## src/rtl/serial_parity_rx_pkg.sv

```systemverilog
// Shared definitions for the serial parity receiver: FSM encodings,
// parity-sense constants and a clog2 helper for the bit counter width.
package serial_parity_rx_pkg;

    typedef enum logic [1:0] {
        S_IDLE = 2'd0,
        S_RECV = 2'd1,
        S_DONE = 2'd2
    } state_e;

    localparam bit PAR_EVEN = 1'b1;
    localparam bit PAR_ODD  = 1'b0;

    function automatic int clog2(input int v);
        int r;
        int x;
        r = 0;
        x = v - 1;
        while (x > 0) begin
            r++;
            x = x >> 1;
        end
        return r;
    endfunction

endpackage

```

## src/rtl/serial_parity_rx_ser_shift.sv

```systemverilog
// WIDTH-bit right-shift register (sn74164 style): serial bit enters the MSB,
// async active-low clear, synchronous clear has priority over shift.
module ser_shift #(
    parameter int WIDTH = 8
) (
    input  logic             clk,
    input  logic             clr_bar,
    input  logic             sclr,
    input  logic             shift,
    input  logic             d,
    output logic [WIDTH-1:0] q
);

    logic [WIDTH-1:0] q_q, q_d;

    always_comb begin
        q_d = q_q;
        if (sclr)
            q_d = '0;
        else if (shift)
            q_d = {d, q_q[WIDTH-1:1]};
    end

    always_ff @(posedge clk or negedge clr_bar) begin
        if (!clr_bar)
            q_q <= '0;
        else
            q_q <= q_d;
    end

    assign q = q_q;

endmodule

```

## src/rtl/serial_parity_rx.sv

```systemverilog
// Serial frame receiver: WIDTH data bits LSB first plus one parity bit,
// deserialised into Q with running parity check and a RDY/ACK handshake.
module serial_parity_rx
    import serial_parity_rx_pkg::*;
#(
    parameter int WIDTH = 8,
    parameter bit EVEN  = 1'b1
) (
    input  logic             CLK,
    input  logic             CLR_BAR,
    input  logic             START,
    input  logic             EN,
    input  logic             D,
    input  logic             ACK,
    output logic [WIDTH-1:0] Q,
    output logic             RDY,
    output logic             PERR,
    output logic             BUSY
);

    localparam int CNT_W = clog2(WIDTH + 1);
    localparam logic [CNT_W-1:0] CNT_LAST = CNT_W'(WIDTH);

    // Odd parity expects data^parity == 1, even expects 0.
    localparam logic EXP_PAR = (EVEN == PAR_ODD);

    state_e           state_q, state_d;
    logic [CNT_W-1:0] cnt_q, cnt_d;
    logic             par_q, par_d;
    logic             rdy_q, rdy_d;
    logic             perr_q, perr_d;
    logic             busy_q, busy_d;
    logic             sclr, shift;

    always_comb begin
        state_d = state_q;
        cnt_d   = cnt_q;
        par_d   = par_q;
        rdy_d   = rdy_q;
        perr_d  = perr_q;
        busy_d  = busy_q;
        sclr    = 1'b0;
        shift   = 1'b0;

        case (state_q)
            S_IDLE, S_RECV, S_DONE: begin
                // START wins over EN and ACK in every state.
                if (START) begin
                    state_d = S_RECV;
                    sclr    = 1'b1;
                    cnt_d   = '0;
                    par_d   = 1'b0;
                    rdy_d   = 1'b0;
                    perr_d  = 1'b0;
                    busy_d  = 1'b1;
                end else if (state_q == S_RECV && EN) begin
                    if (cnt_q == CNT_LAST) begin
                        perr_d  = (par_q ^ D) != EXP_PAR;
                        state_d = S_DONE;
                        rdy_d   = 1'b1;
                        busy_d  = 1'b0;
                    end else begin
                        shift = 1'b1;
                        par_d = par_q ^ D;
                        cnt_d = cnt_q + CNT_W'(1);
                    end
                end else if (state_q == S_DONE && ACK) begin
                    state_d = S_IDLE;
                    rdy_d   = 1'b0;
                end
            end
            default: begin
                state_d = S_IDLE;
                rdy_d   = 1'b0;
                busy_d  = 1'b0;
            end
        endcase
    end

    always_ff @(posedge CLK or negedge CLR_BAR) begin
        if (!CLR_BAR) begin
            state_q <= S_IDLE;
            cnt_q   <= '0;
            par_q   <= 1'b0;
            rdy_q   <= 1'b0;
            perr_q  <= 1'b0;
            busy_q  <= 1'b0;
        end else begin
            state_q <= state_d;
            cnt_q   <= cnt_d;
            par_q   <= par_d;
            rdy_q   <= rdy_d;
            perr_q  <= perr_d;
            busy_q  <= busy_d;
        end
    end

    ser_shift #(.WIDTH(WIDTH)) u_shift (
        .clk     (CLK),
        .clr_bar (CLR_BAR),
        .sclr    (sclr),
        .shift   (shift),
        .d       (D),
        .q       (Q)
    );

    assign RDY  = rdy_q;
    assign PERR = perr_q;
    assign BUSY = busy_q;

endmodule

```

## config.mk

```make
export PLATFORM = sky130hd
export DESIGN_NAME = serial_parity_rx
export DESIGN_NICKNAME = d
export VERILOG_FILES = /design/src/rtl/serial_parity_rx_pkg.sv /design/src/rtl/serial_parity_rx_ser_shift.sv /design/src/rtl/serial_parity_rx.sv
export SDC_FILE = /design/constraint.sdc
export NUM_CORES = 1
export LEC_CHECK = 0
export ABC_AREA = 1
export ABC_CLOCK_PERIOD_IN_PS = 2350
export CAP_MARGIN = 20
export CORE_MARGIN = 5
export CORE_UTILIZATION = 50
export CTS_BUF_LIST = sky130_fd_sc_hd__clkbuf_4
export DETAILED_ROUTE_END_ITERATION = 8
export DONT_BUFFER_PORTS = 1
export PLACE_DENSITY_LB_ADDON = 0.08
export SYNTH_ARGS = -nofsm -noshare
export SYNTH_HDL_FRONTEND = slang
export SYNTH_SLANG_ARGS = --single-unit
```

## constraint.sdc

```tcl
create_clock -name CLK -period 2.35 [get_ports CLK]
set_clock_uncertainty 0.15 [all_clocks]
set_input_delay 0.235 -clock CLK [delete_from_list [all_inputs] [get_ports CLK]]
set_output_delay 0.235 -clock CLK [all_outputs]
set_load 0.02 [all_outputs]
```

* Word level (Yosys, flattened, before mapping)
Cells that the tools add are included.
** Storage, ports and cells
- Register bits :: 18
- Latch bits :: 0
- RAM bits :: 0
- Bits in read-only memories :: 0
- Input bits :: 6
- Output and inout bits :: 11
- Logic and storage cells :: 59
- Memories :: 0
** Cells by class
- Add/sub/neg operators :: 1
- $mul :: 0
- Divide/modulo/power cells :: 0
- Order comparisons :: 0
- Equality and inequality tests :: 8
- Shifts and indexed selects :: 0
- Mux-type cells :: 31
- Bitwise operators :: 1
- Reductions and logical operators :: 11
** Operator list (number)
- 1-bit 2-to-1 mux :: 21
- 8-bit 2-to-1 mux :: 2
- 4-bit 2-to-1 mux :: 3
- 2-bit 2-to-1 mux :: 5
- 4-bit != test, second input constant :: 2
- 3-bit != test, second input constant :: 2
- 3-bit AND reduction :: 2
- 2-bit nonzero test :: 3
- 4-bit by 1-bit adder with 4-bit output, second input constant :: 1
- 4-bit equality test, second input constant :: 1
- 2-bit AND reduction :: 2
- 3-bit OR reduction :: 1
- 2-bit by 1-bit equality test with 1-bit output, second input constant :: 1
- 2-bit equality test, second input constant :: 1
- 1-bit logical AND :: 2
- 2-bit logical NOT :: 1
- 2-bit != test, second input constant :: 1
- 1-bit XOR :: 1

* Depth between registers and ports, before layout
Gate-level depths: netlist of run 1.
- Word-level depth :: 7
- Depth in mapped cells :: 8

* Modules after synthesis
A second synthesis of run 1 with hierarchy kept.
** Unflattened totals
- Cell total of the unflattened synthesis :: 102
- Area, all modules :: 872.1 um2
** By module, submodules not included
- serial_parity_rx :: times used 1, cells each 67, area each 536.8 um2
- ser_shift :: times used 1, cells each 35, area each 335.3 um2

* Least setup slack after synthesis of run 1
OpenSTA, ideal clock, no wires.
- Path type :: flip-flop to flip-flop
- From :: register cnt_q[0]
- To :: register u_shift.q_q[2], in the netlist u_shift.q[2]
- Setup time :: 118 ps
- Data arrival time :: 1109 ps
- Required time :: 2082 ps
- Path slack :: 973 ps
- Stages on the path, launching flop included :: 8
- Buffers on the path :: 1
- Cells stage by stage :: dfrtp_1 > inv_1 > ha_1 > nand3_2 > nand3_2 > buf_6 > nand3_1 > nand2_1
** Between the ends
- Cells in the longest elaborated chain, start to end :: 6
** Ends and longest elaborated chain
- from (decl) :: RTL line serial_parity_rx.sv:28 : logic [CNT_W-1:0] cnt_q, cnt_d;
- from (signal assigned) :: RTL line serial_parity_rx.sv:90 : cnt_q <= cnt_d;
- 4-bit equality test :: RTL line serial_parity_rx.sv:57 : if (cnt_q == CNT_LAST) begin
- 1-bit 2-to-1 mux :: RTL line serial_parity_rx.sv:57
- 1-bit 2-to-1 mux :: RTL line serial_parity_rx.sv:56 : end else if (state_q == S_RECV && EN) begin
- 1-bit 2-to-1 mux :: RTL line serial_parity_rx.sv:48 : if (START) begin
- 1-bit 2-to-1 mux :: RTL line serial_parity_rx.sv:45 : case (state_q)
- 2-bit nonzero test (no source line)
- to (signal assigned) :: RTL line serial_parity_rx_ser_shift.sv:28 : q_q <= q_d;
- to (decl) :: RTL line serial_parity_rx_ser_shift.sv:14 : logic [WIDTH-1:0] q_q, q_d;
No other way between the ends.
A chain may end at the register's enable or synchronous reset.

* Worst setup path in the final report of run 1
- From :: register cnt_q[0]
- To :: register state_q[1]
** Between the ends
- Cells in the longest elaborated chain, start to end :: 3
** Ends and longest elaborated chain
- 4-bit equality test :: RTL line serial_parity_rx.sv:57
- 4-bit != test (no source line)
- 2-bit AND reduction (no source line)
- to (signal assigned) :: RTL line serial_parity_rx.sv:89 : state_q <= state_d;
- to (decl) :: RTL line serial_parity_rx.sv:27 : state_e state_q, state_d;
No other way between the ends.

==> flow_summary.json, run 1 <==
{
  "rows": 15,
  "p_per_area_nw_per_um2": 568,
  "grt_usage_pct": 14.8,
  "gr-total-overflow": 0,
  "clock_sinks": 17,
  "comb_power_share_pct": 10.2,
  "wl_per_cell_microns": 12.9,
  "finalCritPeriodShare_pct": 76.5,
  "power_leakage_nw": 0.500,
  "place_inst": 126,
  "die_h_microns": 52.2,
  "ant_nets": 0,
  "cts_root_buf": "clkbuf_4",
  "syn2layout_area_growth_pct": 6.48,
  "synth_area_leader_cell": "dfrtp_1",
  "finalSetupViolCount": 0,
  "postPlaceCellArea_sq_um": 878,
  "setup_ws_ns": 0.553,
  "swShare_pct": 28.4,
  "path_class": "reg -> reg",
  "slew-limit-headroom_pct": 48.0,
  "vdd_ir_drop_max_mv": 0.301,
  "dr.pass1.iters": 4,
  "finalCriticalPeriod_ns": 1.80,
  "worst_slew_pin_slew_ns": 0.778,
  "syn_avg_cell_area_sq_um": 8.46,
  "drv_slew": 0,
  "yosys-top-cells-count": "nand2_1, nand3_1, dfrtp_1, inv_1, nor2_1",
  "synth_ff_type": "dfrtp_1",
  "whs_ns": 0.0348,
  "synth_top_area_share_pct": 47.9,
  "vias": 707,
  "min-delay-path-class": "in -> reg",
  "fin_util_pct": 55.4,
  "outcome": "finished clean",
  "cts_tree": "done",
  "fill_cells": 165,
  "synth_edf_count": 0,
  "ios": 17,
  "synth_cell_types": 16,
  "crit_required_ns": 2.44,
  "grtUsageMet3_pct": 3.15,
  "finalInstanceArea_sq_um": 946,
  "netlist_top_cells_area": "dfrtp_1, nand2_1, nand3_1",
  "n_antenna_cell": 0,
  "start_util_pct": 52.0,
  "netlist_instances": 105,
  "critPathArrivalTime_ns": 1.89,
  "hpwl_microns": 1200,
  "fin_tns_setup_ns": 0,
  "rsz0062_at_grt": "no",
  "antenna_found_initial": 0,
  "busiest_layer": "met2",
  "drive_gt1_share_pct": 14.7,
  "hold_violations": 0,
  "p_clk_share_pct": 30.2,
  "fin_nets": 118,
  "grt_util_met2_pct": 22.8,
  "drt_wl_total_microns": 1730,
  "fin_cells": 134,
  "viasPerCell": 5.28,
  "numCtsBuffers": 3,
  "fmax_mhz": 557,
  "max_cap_violations": 0,
  "syn_area_sq_um": 888,
  "intPower_uw": 385,
  "drt_drc_violations_left": 0,
  "worst_hold_path.num_cells": 5,
  "die_area_sq_um": 2720,
  "clockBufferDepth": 2,
  "syn-num-nets": 113,
  "ys_warn_count": 0,
  "startpoint_type": "flip-flop",
  "use_met1_pct": 18.2,
  "gp_congestion": 0.762,
  "r2r_cells": 7,
  "place_ws_ns": 0.731,
  "path_clk_slew_ns": 0.10,
  "crit_path_end_kind": "flip-flop",
  "async_reset_ff_share_pct": 100,
  "portBuffers": 0,
  "power_frac_seq_pct": 59.6,
  "switching_power_uw": 153,
  "r2r_setup_slack_ns": 0.55,
  "core_area_sq_um": 1710,
  "grt_max_degree": 25,
  "clock_latency_ns": 0.30,
  "power_uw": 538,
  "die_w_microns": 52.2,
  "critPathMaxFanout": 4,
  "yosysSeqAreaShare_pct": 47.9,
  "yosysMostFrequentCell": "nand2_1",
  "drt_iter0_drc": 25,
  "post_cts_buffers": 0,
  "synth.ff_latch_count": 17,
  "h-tree-depth": 1,
  "grt_pass1_wl_microns": 2890,
  "grt_pass1_vias": 645
}
-- final timing paths --
path | start | endpoint
setup / recovery | cnt_q[0]$_DFFE_PN0P_ | state_q[1]$_DFFE_PN0P_
hold / removal | D | par_q$_DFFE_PN0P_
setup reg to reg | cnt_q[0]$_DFFE_PN0P_ | state_q[1]$_DFFE_PN0P_
hold reg to reg | par_q$_DFFE_PN0P_ | par_q$_DFFE_PN0P_
max in group asynchronous | CLR_BAR | cnt_q[1]$_DFFE_PN0P_
min in group asynchronous | CLR_BAR | PERR$_DFFE_PN0P_
-- power by group through the flow --
stage               clock, mW  sequential [mW]  combinational, mW
floorplan                   0            0.324             0.0445
global placement            0            0.326             0.0455
detailed placement          0            0.327             0.0459
CTS                     0.169            0.321             0.0560
global route            0.183            0.323             0.0629
finish                  0.162            0.321             0.0549
-- worst max-delay path, stage by stage, from the launching register on --
cell	delay, ns
dfrtp_1	0.44
inv_1	0.10
ha_1	0.18
nand2_1	0.06
nor2_1	0.08
nand2_1	0.07
a21oi_1	0.11
dlygate4sd3_1	0.55
-- per-layer routing --
layer	part of all wire [%]	up-vias
li1	-	350
met1	44	337
met2	47	15
met3	6.0	5
met4	3.1	0
met5	0	-
-- cells in the final DEF (no fill, tap or decap) --
master	count
ha_1	2
nor2_2	1
nor2_4	1
inv_2	1
a21oi_1	1
clkbuf_4	3
dfrtp_1	17
nand2_1	31
inv_1	6
nor2_1	6
nand2_2	4
nand3_2	5
clkinv_2	1
xor2_1	1
dlygate4sd3_1	4
o21ai_0	2
nand3_1	23
-- what timing repair did --
| action | CTS | global route |
|---|---|---|
| gates resized for setup | 0 | 0 |
| hold buffers | 4 | 0 |
| endpoints found under the hold margin | 19 | 0 |
-- registers in the layout, summed over array words and instances (netlist names) --
register   cells
u_shift.q      8
cnt_q          4
state_q        2
BUSY           1
PERR           1
par_q          1
-- logic make-up (layout without fill, tap and decap cells) --
group | after synthesis | after routing | share of synthesized area [%]
flops | 17 | 17 | 47.9
compound gates | 3 | 3 | 1.69
xor+xnor | 1 | 1 | 0.986
simple gates | 71 | 71 | 39.0
buf+inv | 11 | 15 | 7.61
fa+ha+maj | 2 | 2 | 2.82
-- area by class of cell --
type | instances | area (sq um) | share of cell area (%)
clock inverters | 1 | 5.00 | 0.529
repair buffers | 4 | 40.0 | 4.23
multi-input cells | 77 | 395 | 41.8
flip-flops and latches | 17 | 425 | 45.0
inverters | 7 | 26.3 | 2.78
clock buffers | 3 | 22.5 | 2.38
well taps | 25 | 31.3 | 3.31
(Power assumes the default switching activity.)
==> run 2: changes to the inputs <==
ABC_CLOCK_PERIOD_IN_PS = 1750   (was 2350)
clock period = 1.75 ns   (was 2.35 ns; I/O delays follow)
==> run 2 against run 1 <==
Effect of this change:
- non-clock buffer count rose by 3
- clock-buffer cell count is the same
- total power rose by 35%
- sequential power is 34% higher
- combinational power is 60% higher
- worst hold slack lost 0.019 ns
- first-iteration DRC count shrank 32%
- critical path depth stayed put
- setup slack worse by 0.35 ns
- global-route usage grew 0.28 points
- core utilization rose by 2.9 points
- register-to-register slack worse by 0.35 ns
- critical path type unchanged
- largest cell class unchanged
==> flow_summary.json, run 2 (synthesis gave the netlist of run 1 again) <==
{
  "antenna_found_initial": 0,
  "layout_commonest_cell": "nand2_1",
  "portBuffers": 0,
  "clockBufferDepth": 2,
  "fin_nets": 121,
  "dr.pass1.iters": 4,
  "die_w_microns": 52.2,
  "finalInstanceArea_sq_um": 996,
  "cts_root_buf": "clkbuf_4",
  "largest_register_ffs": 8,
  "multi_input_area_sq_um": 408,
  "post_cts_buffers": 0,
  "critPathMaxFanout": 14,
  "drt_drc_violations_left": 0,
  "fin_tns_setup_ns": 0,
  "core_area_sq_um": 1710,
  "n_antenna_cell": 0,
  "r2r_setup_slack_ns": 0.21,
  "vdd_ir_drop_max_mv": 0.459,
  "vias": 695,
  "path_class": "reg -> reg",
  "power_leakage_nw": 0.516,
  "syn2layout_area_growth_pct": 12.1,
  "start_util_pct": 52.0,
  "grt_usage_pct": 15.0,
  "fill_cells": 148,
  "finalCriticalPeriod_ns": 1.54,
  "min-delay-path-class": "in -> reg",
  "grt_pass1_vias": 663,
  "clock_sinks": 17,
  "reg2reg_from": "cnt_q[0]$_DFFE_PN0P_",
  "finalSetupViolCount": 0,
  "crit_path_end_kind": "flip-flop",
  "hold_violations": 0,
  "startpoint_type": "flip-flop",
  "die_area_sq_um": 2720,
  "cts_tree": "done",
  "drive_gt1_share_pct": 16.1,
  "rsz0062_at_grt": "no",
  "hold_path.startpoint": "D",
  "slew-limit-headroom_pct": 49.9,
  "finalCritPeriodShare_pct": 88.2,
  "gp_congestion": 0.804,
  "clock_latency_ns": 0.29,
  "p_per_area_nw_per_um2": 729,
  "outcome": "finished clean",
  "drt_iter0_drc": 17,
  "gr-total-overflow": 0,
  "reg2reg_to": "cnt_q[3]$_DFFE_PN0P_",
  "rows": 15,
  "path_clk_slew_ns": 0.10,
  "critPathArrivalTime_ns": 1.58,
  "holdPathEnd": "par_q$_DFFE_PN0P_",
  "grt_max_degree": 18,
  "ant_nets": 0,
  "seq_area_sq_um": 425,
  "numCtsBuffers": 3,
  "layout_common_cells": "nand2_1, nand3_1, dfrtp_1",
  "crit_required_ns": 1.79,
  "wl_per_cell_microns": 12.6,
  "worst_slew_pin_slew_ns": 0.749,
  "die_h_microns": 52.2,
  "drt_wl_total_microns": 1720,
  "grt_pass1_wl_microns": 2970,
  "hpwl_microns": 1210,
  "drv_slew": 0,
  "r2r_cells": 7,
  "h-tree-depth": 1,
  "postPlaceCellArea_sq_um": 906,
  "fmax_mhz": 648,
  "worst_hold_path.num_cells": 4,
  "max_cap_violations": 0,
  "ios": 17,
  "viasPerCell": 5.07
}
run 2: critical path, cell delays in order (launching register included):
cell and delay (ns):
dfrtp_1 0.44, inv_1 0.09, ha_1 0.18, nand3_2 0.12, nand3_4 0.20, nand2_1 0.12, nand2_1 0.09, nand2_1 0.05
run 2: per-layer routing:
layer | GRT usage, % | routed length [microns] | up-vias
li1 | - | - | 354
met1 | 18.3 | 809 | 326
met2 | 24.9 | 800 | 11
met3 | 3.15 | 77 | 4
met4 | 7.66 | 36 | 0
met5 | 0 | 0 | -
run 2: worst max-delay path by stage:
| stage | from | to | slack [ns] |
|---|---|---|---|
| final | cnt_q[0]$_DFFE_PN0P_ | cnt_q[3]$_DFFE_PN0P_ | 0.21 |
| after global routing | cnt_q[0]$_DFFE_PN0P_ | cnt_q[3]$_DFFE_PN0P_ | 0.10 |
| after CTS | cnt_q[0]$_DFFE_PN0P_ | cnt_q[3]$_DFFE_PN0P_ | 0.09 |
| after detailed placement | cnt_q[0]$_DFFE_PN0P_ | cnt_q[3]$_DFFE_PN0P_ | 0.12 |
| after global placement | cnt_q[0]$_DFFE_PN0P_ | cnt_q[3]$_DFFE_PN0P_ | 0.16 |
| after floorplan | cnt_q[0]$_DFFE_PN0P_ | u_shift.q[2]$_DFFE_PN0P_ | 0.37 |
run 2: cell type report:
| cell class | instances | share of cell area [%] |
|---|---|---|
| flip-flops and latches | 17 | 42.7 |
| multi-input cells | 77 | 41.0 |
| repair buffers | 7 | 7.79 |
| well taps | 25 | 3.14 |
| inverters | 7 | 2.64 |
| clock buffers | 3 | 2.26 |
| clock inverters | 1 | 0.503 |
run 2: metrics by stage:
step	setup WS (ns)	util (%)	cells	power (mW)	hold WS, ns
after floorplan	0.373	-	105	0.495	-0.271
after global placement	0.165	53.0	128	0.505	-0.270
after detailed placement	0.123	53.0	128	0.506	-0.270
after CTS	0.0882	57.6	137	0.737	0.00540
after global routing	0.104	58.3	137	0.767	0.0302
final	0.207	58.3	137	0.726	0.0163
run 2: what timing repair did:
action | in CTS | in global routing
hold buffers | 5 | 0
resized for setup | 0 | 2
endpoints found under the setup margin | 0 | 4
hold endpoints to repair | 20 | 0
run 2: where the power goes:
group | switching [mW] | total, mW | internal [mW] | leakage [nW]
logic | 0.0537 | 0.0876 | 0.0339 | 0.272
clock network | 0.123 | 0.208 | 0.0849 | 0.0177
registers | 0.0233 | 0.431 | 0.407 | 0.227
total | 0.200 | 0.726 | 0.526 | 0.516
==> run 3: changes to the inputs <==
CORE_MARGIN = 1.5   (was 5)
==> run 3 against run 2 <==
Effect of this change:
- clock power rose by 8%
- worst hold slack got worse by 0.0056 ns
- register-to-register slack worse by 0.07 ns
- first-iteration DRC count down 5.9%
- die area decreased by 25%
- routed wire length fell by 2.8%
- sequential cell count is the same
- clock-buffer cell count rose by 1
- combinational power down 3.9%
- via count grew 0.86%
- critical path depth did not move
- cell count is 7.3% lower
==> flow_summary.json, run 3 (synthesis gave the netlist of run 1 again) <==
{
  "ant_nets": 0,
  "drt_drc_violations_left": 0,
  "r2r_setup_slack_ns": 0.14,
  "fin_nets": 119,
  "crit_required_ns": 1.83,
  "slew-limit-headroom_pct": 49.6,
  "path_clk_slew_ns": 0.10,
  "critPathArrivalTime_ns": 1.69,
  "whs_ns": 0.0107,
  "crit_path_end_kind": "flip-flop",
  "fin_util_pct": 57.0,
  "power_uw": 738,
  "die_h_microns": 45.2,
  "max_cap_violations": 0,
  "holdPathEnd": "state_q[1]$_DFFE_PN0P_",
  "fmax_mhz": 621,
  "crit_path_frequent_cell": "nand2_1",
  "layout_common_cells": "nand2_1, nand3_1, dfrtp_1",
  "wl_per_cell_microns": 13.2,
  "power_leakage_nw": 0.507,
  "startpoint_type": "flip-flop",
  "numCtsBuffers": 3,
  "largest_register_ffs": 8,
  "die_area_sq_um": 2040,
  "grt_pass1_wl_microns": 2770,
  "ios": 17,
  "path_class": "reg -> reg",
  "die_w_microns": 45.2,
  "grt_pass1_vias": 612,
  "min-delay-path-class": "in -> reg",
  "reg2reg_to": "cnt_q[3]$_DFFE_PN0P_",
  "clock_latency_ns": 0.28,
  "p_per_area_nw_per_um2": 766,
  "hold_violations": 0,
  "gp_congestion": 0.796,
  "slowest_stage": "dfrtp_1",
  "outcome": "finished clean",
  "drv_slew": 0,
  "finalCritPeriodShare_pct": 92.1,
  "rsz0062_at_grt": "no",
  "syn2layout_area_growth_pct": 8.45,
  "gr-total-overflow": 0,
  "setup_ws_ns": 0.139,
  "cpPeakStageDelay_ns": 0.42,
  "portBuffers": 0,
  "vdd_ir_drop_max_mv": 0.513,
  "place_ws_ns": 0.111,
  "finalSetupViolCount": 0,
  "grt_usage_pct": 19.1,
  "dr.pass1.iters": 4,
  "antenna_found_initial": 0,
  "start_util_pct": 52.6,
  "grt_max_degree": 18,
  "viasPerCell": 5.52,
  "fin_tns_setup_ns": 0,
  "drive_gt1_share_pct": 15.5,
  "hpwl_microns": 1160,
  "r2r_cells": 7,
  "layout_commonest_cell": "nand2_1",
  "post_cts_buffers": 0,
  "cp.buffers_inverters": 1,
  "cts_root_buf": "clkbuf_4",
  "core_area_sq_um": 1690,
  "clockBufferDepth": 2,
  "reg2reg_from": "cnt_q[0]$_DFFE_PN0P_",
  "worst_hold_path.num_cells": 4,
  "vias": 701,
  "rows": 15,
  "drt_iter0_drc": 16,
  "cp_top_family": "simple AND/OR/NAND/NOR gates",
  "critPathMaxFanout": 14,
  "h-tree-depth": 1,
  "fill_cells": 147,
  "finalCriticalPeriod_ns": 1.61,
  "hold_path.startpoint": "EN",
  "worst_slew_pin_slew_ns": 0.753,
  "drt_wl_total_microns": 1670,
  "cts_tree": "done",
  "path_cells": "inv_1 -> ha_1 -> nand3_2 -> nand3_2 -> nand2_1 -> nand2_1 -> nand2_1",
  "n_antenna_cell": 0,
  "clock_sinks": 17
}
-- run 3: changes by cell type in the layout (fill, tap and decap cells not counted), sizes merged --
cell,delta
dlygate4sd3,-1
buf,-1
clkinv,-1
clkbuf,+1
-- run 3: repair_timing --
action,CTS,global route
setup endpoints to repair,0,11
hold endpoints to repair,20,0
hold buffers,4,0
gates resized for setup,0,1
-- run 3: per-layer routing --
metal	part of all wire, %	vias to the layer above	global-route usage, %
met5	0	-	0
met4	0.60	0	7.06
met2	45	12	27.4
li1	-	353	-
met1	51	334	27.3
met3	3.8	2	5.20
-- run 3: how the worst max path moves through the flow --
stage	from	end	slack (ns)	depth (start not counted)
global placement	cnt_q[0]$_DFFE_PN0P_	cnt_q[0]$_DFFE_PN0P_	0.13	7
finish	cnt_q[0]$_DFFE_PN0P_	cnt_q[3]$_DFFE_PN0P_	0.14	7
global route	cnt_q[0]$_DFFE_PN0P_	cnt_q[3]$_DFFE_PN0P_	0.03	7
detailed placement	cnt_q[0]$_DFFE_PN0P_	u_shift.q[7]$_DFFE_PN0P_	0.11	7
CTS	cnt_q[0]$_DFFE_PN0P_	u_shift.q[3]$_DFFE_PN0P_	0.1	7
floorplan	cnt_q[0]$_DFFE_PN0P_	u_shift.q[2]$_DFFE_PN0P_	0.37	7
-- run 3: power by group --
group          total (mW)  internal, mW  switching (mW)
Sequential          0.430         0.407          0.0230
Clock               0.224         0.104           0.120
Combinational      0.0842        0.0307          0.0535
Total               0.738         0.542           0.196
-- run 3: tightest hold or removal path: cells and delay by family --
kind / cells / cell delay, ns
and+or+nand+nor: 3 / 0.18
AOI/OAI and AO/OA: 1 / 0.06
-- run 3: area by class of cell --
| class | instances | area, sq um | area share (%) |
|---|---|---|---|
| flip-flops and latches | 17 | 425 | 44.2 |
| multi-input cells | 77 | 400 | 41.6 |
| repair buffers | 5 | 60.1 | 6.23 |
| clock buffers | 4 | 30.0 | 3.12 |
| inverters | 7 | 26.3 | 2.73 |
| well taps | 17 | 21.3 | 2.21 |
-- run 3: stage by stage --
stage                     cell area, sq um  cells
after detailed placement               888    119
after floorplan                        888    105
after global routing                   963    127
after CTS                              958    127
final                                  963    127
after global placement                 888    119
